File: src/rtl/pc_unit.sv
// Program counter with a BOOT/RUN/HALT sequencer, redirect priority handling,
// a sticky misaligned-target flag and a count of taken redirects.
module pc_unit #(
    parameter int               XLEN     = 32,
    parameter logic [XLEN-1:0]  RESET_PC = '0
) (
    input  logic            clk,
    input  logic            rst,
    input  logic            stall,
    input  logic            branch_taken,
    input  logic [XLEN-1:0] branch_target,
    input  logic            jump,
    input  logic [XLEN-1:0] jump_target,
    input  logic            halt_req,
    input  logic            resume,
    output logic [XLEN-1:0] pc,
    output logic [XLEN-1:0] pc_plus4,
    output logic            fetch_valid,
    output logic            halted,
    output logic            misaligned,
    output logic [31:0]     redirect_count
);

    typedef enum logic [1:0] {
        S_BOOT = 2'd0,
        S_RUN  = 2'd1,
        S_HALT = 2'd2
    } state_t;

    state_t          r_state;
    state_t          w_state_next;
    logic [XLEN-1:0] r_pc;
    logic [XLEN-1:0] w_pc_next;
    logic [XLEN-1:0] w_pc_plus4;
    logic            r_misaligned;
    logic [31:0]     r_redirect_count;

    logic            w_run;
    logic            w_redirect_sel;
    logic [XLEN-1:0] w_redirect_target;
    logic            w_target_aligned;
    logic            w_redirect_take;
    logic            w_redirect_bad;
    logic            w_resume_ok;

    assign w_pc_plus4        = r_pc + XLEN'(4);
    assign w_run             = (r_state == S_RUN);
    assign w_redirect_sel    = jump | branch_taken;
    // jump outranks branch_taken when both are raised
    assign w_redirect_target = jump ? jump_target : branch_target;
    assign w_target_aligned  = (w_redirect_target[1:0] == 2'b00);
    assign w_redirect_take   = w_run && !halt_req && w_redirect_sel && w_target_aligned;
    assign w_redirect_bad    = w_run && !halt_req && w_redirect_sel && !w_target_aligned;
    assign w_resume_ok       = (r_state == S_HALT) && resume && !r_misaligned;

    // state register
    always_ff @(posedge clk) begin
        if (!rst) begin
            r_state <= S_BOOT;
        end else begin
            r_state <= w_state_next;
        end
    end

    // next-state logic
    always_comb begin
        w_state_next = r_state;
        case (r_state)
            S_BOOT:  w_state_next = S_RUN;
            S_RUN:   if (halt_req || w_redirect_bad) w_state_next = S_HALT;
            S_HALT:  if (w_resume_ok) w_state_next = S_RUN;
            default: w_state_next = S_BOOT;
        endcase
    end

    // output logic
    always_comb begin
        fetch_valid = w_run && (!stall || w_redirect_take);
        halted      = (r_state == S_HALT);
    end

    always_comb begin
        w_pc_next = r_pc;
        if (w_redirect_take) begin
            w_pc_next = w_redirect_target;
        end else if (w_run && !halt_req && !w_redirect_sel && !stall) begin
            w_pc_next = w_pc_plus4;
        end else if (w_resume_ok) begin
            w_pc_next = w_pc_plus4;
        end
    end

    always_ff @(posedge clk) begin
        if (!rst) begin
            r_pc             <= RESET_PC;
            r_misaligned     <= 1'b0;
            r_redirect_count <= '0;
        end else begin
            r_pc <= w_pc_next;
            if (w_redirect_bad) begin
                r_misaligned <= 1'b1;
            end
            if (w_redirect_take) begin
                r_redirect_count <= r_redirect_count + 32'd1;
            end
        end
    end

    assign pc             = r_pc;
    assign pc_plus4       = w_pc_plus4;
    assign misaligned     = r_misaligned;
    assign redirect_count = r_redirect_count;

endmodule

File: config.mk
export PLATFORM = sky130hd
export DESIGN_NAME = pc_unit
export DESIGN_NICKNAME = d
export VERILOG_FILES = /design/src/rtl/pc_unit.sv
export SDC_FILE = /design/constraint.sdc
export NUM_CORES = 1
export LEC_CHECK = 0
export ABC_AREA = 1
export BUFFER_PORTS_ARGS = -buffer_cell sky130_fd_sc_hd__clkbuf_2
export CORE_UTILIZATION = 35
export DETAILED_ROUTE_END_ITERATION = 6
export PLACE_DENSITY = 0.61
export SETUP_SLACK_MARGIN = 0.3
export SKIP_CTS_REPAIR_TIMING = 1
export SYNTH_ARGS = -nofsm -noshare
export SYNTH_HDL_FRONTEND = slang
export SYNTH_SLANG_ARGS = --single-unit
File: constraint.sdc
create_clock -name clk -period 1.6 [get_ports clk]
set_clock_uncertainty 0.05 [all_clocks]
set_input_delay 0.16 -clock clk [delete_from_list [all_inputs] [get_ports clk]]
set_output_delay 0.16 -clock clk [all_outputs]
set_load 0.01 [all_outputs]
==> qor.yml <==
status: "complete, but fails checks"
failed_checks: "negative setup slack"
tightest_slew_ns: 0.491
required_ns: 1.39
max_freq_mhz: 520
setup_viol: 87
yosys.area_share.adder_pct: 0.503
drv_cap: 0
grt_start_max_net_pins: 40
floorplan.rows: 43
final_util_pct: 60.8
drt_iter0_drc: 363
area_delta_synth_final_pct: 69.8
crit_family: "simple AND/OR/NAND/NOR gates"
cts_inserted_buffers: 9
rsz0062_at_grt: "yes"
p_per_area_mw_per_mm2: 608
io_pins: 170
synth_common_cells: "380 x nand2_1, 102 x nor2_1, 72 x inv_1, 67 x dfxtp_1, 54 x a21oi_1"
startpoint: "pc[3]$_SDFFE_PN0P_"
dr.pass1.iters: 5
crit_chain: "ha_4, nand2_4, nor2_4, nand2_4, nor2_4, nand2_1, nand2_1, and2_4, buf_6"
synth-edff-count: 0
routabilityCongestion: 0.893
grt_overflow: 0
placed_area_mm2: 0.00655
antenna_found_initial: 0
ys_ff_latch: 67
hold_slack_ns: 0.0942
viasPerCell: 4.86
final.setup.worst_slack_ns: -0.323
synth_nets: 933
hp-class: "in -> reg"
grt_use_total_pct: 23.0
syn_inst: 860
die_h_um: 121
yosys-top-cells-area: "nand2_1 29%, dfxtp_1 27%, nor2_1 7.7%, a21oi_1 5.4%, inv_1 5.4%"
clockBufferDepth: 2
clkTransAtPathRegs_ns: 0.06
vias: 6325
synth_xor_area_share_pct: 4.13
grt_pass1_wl_um: 26400
critPathMaxStageDelay_ns: 0.37
die_w_um: 121
irDropWorstVdd_uv: 499
synth_top_area_cell: "nand2_1"
dp_hpwl_um: 12400
hold_viol: 0
tritoncts: "done"
total_power_mw: 5.13
leakage_nw: 3.99
wl_per_cell_um: 14.6
slowest_stage: "dfxtp_4"
postSynthAreaPerCell_um2: 5.78
synth_top_cell_area_share_pct: 28.7
synth-simple-area-share_pct: 47.6
ys_warn_count: 0
slew_headroom_pct: 67.2
critPathBufInv: 1
hp-start: "branch_target[5]"
h-tree-depth: 3
drc: 0
fillers: 1311
ys_seq_area_share_pct: 27.0
synth_ff_type: "dfxtp_1"
grt_pass1_vias: 5475
reg2reg_from: "r_state[0]$_SDFFE_PN0P_"
layout-drive-gt1-share_pct: 52.1
totalWireLength_um: 19000
finalSetupTns_ns: -9.42
antenna_cells: 0
synth_most_common_cell: "nand2_1"
synth_compound_area_share_pct: 10.5
worstSkewPairLatency_ns: 0.34
core-area_mm2: 0.0139
fin_area_mm2: 0.00844
fin_crit_sh_pct: 120
start_util_pct: 35.8
port_buffers: 169
async_flop_share_pct: 0
critPathArrivalTime_ns: 1.71
final_nets: 1190
crit_type: "reg -> out"
cts_root_buffer: "clkbuf_16"
drv_slew: 0
synth_cell_types: 39
synth_top_family_by_area: "simple AND/OR/NAND/NOR gates"
cts_sinks: 67
fin_crit_ns: 1.92
critPathMaxFanout: 5
synth.area.mux_share_pct: 0.403
synth_area_mm2: 0.00497
critPathLaunchType: "flop"
antenna_left: 0
end_kind: "output pin"
die_area_mm2: 0.0147
report_power, final:
| group | switching [mW] | internal [mW] |
|---|---|---|
| Clock | 0.805 | 1.12 |
| Sequential | 0.104 | 1.75 |
| Combinational | 0.741 | 0.609 |
| Total | 1.65 | 3.48 |
state kept, by name, summed over array words and instances (netlist names):
signal	count
r_state	2
redirect_count	32
misaligned	1
pc	32
logic make-up (layout without fill, tap and decap cells):
group,after synthesis,count (layout)
DFF,67,67
xor gates and xnor gates,20,20
adders and majority gates,2,2
and+or+nand+nor,563,566
muxes,2,2
buffers and inverters,107,366
AOI/OAI and AO/OA,99,99
metrics by stage:
step                setup slack [ns]  std cells
floorplan                      0.148        860
global placement              0.0335       1236
detailed placement           0.00653       1236
CTS                           -0.366       1252
global route                  -0.403       1302
finish                        -0.323       1302
area by class of cell:
class                   count  area (um^2)  area share [%]
inverters                  76          302            3.57
flip-flops and latches     67         1440            17.1
multi-input cells         689         4160            49.3
well taps                 180          225            2.67
repair inverters            2         32.5           0.385
clock buffers              11          253            2.99
clock inverters             5         26.3           0.311
repair buffers            272         2000            23.7
worst paths after layout:
path / endpoint / slack (ns) / depth (start not counted)
max reg2reg: pc[12]$_SDFFE_PN0P_ / -0.16 / 13
min reg2reg: r_state[0]$_SDFFE_PN0P_ / 0.39 / 1
max: pc_plus4[20] / -0.32 / 9
min: pc[5]$_SDFFE_PN0P_ / 0.09 / 5
cell usage in the layout, fill, tap and decap left out, types with 3 or more instances in the layout:
master and instances:
dfxtp_4 18, clkbuf_2 151, nand3_2 10, buf_4 64, dfxtp_2 27, a21oi_2 40, nor2_1 68, o21ai_2 8
xor2_2 11, nor2_2 25, nand2_4 30, nor2_4 27, buf_8 7, clkinv_2 4, dfxtp_1 22, nand2_8 5
inv_2 11, a21oi_1 15, nand3b_1 6, xor2_1 3, nand2_2 64, nand3_1 21, o21ai_0 22, and2_1 3
buf_2 11, nand2_1 293, xnor2_2 4, buf_12 11, buf_6 23, inv_1 64, o21ai_1 8, clkbuf_16 14
layer usage:
metal  track usage [%]  vias up  routed length [um]
met5                 0        -                   0
met4              5.86        0                 326
met3              4.79       25                1190
met2              38.6      209                9340
met1              29.8     2918                8150
li1                  -     3173                   -
worst register-to-register path, cell delays in order (launching register included):
cell	delay (ns)
dfxtp_2	0.33
inv_2	0.04
nor2_4	0.10
nand2_2	0.10
nor2_4	0.18
buf_12	0.13
nand2_8	0.08
buf_12	0.16
inv_16	0.08
buf_12	0.15
nand2_1	0.07
nand2_1	0.09
a21oi_1	0.07
nor2_1	0.09
Note: power is estimated with default switching activity, not from simulation.
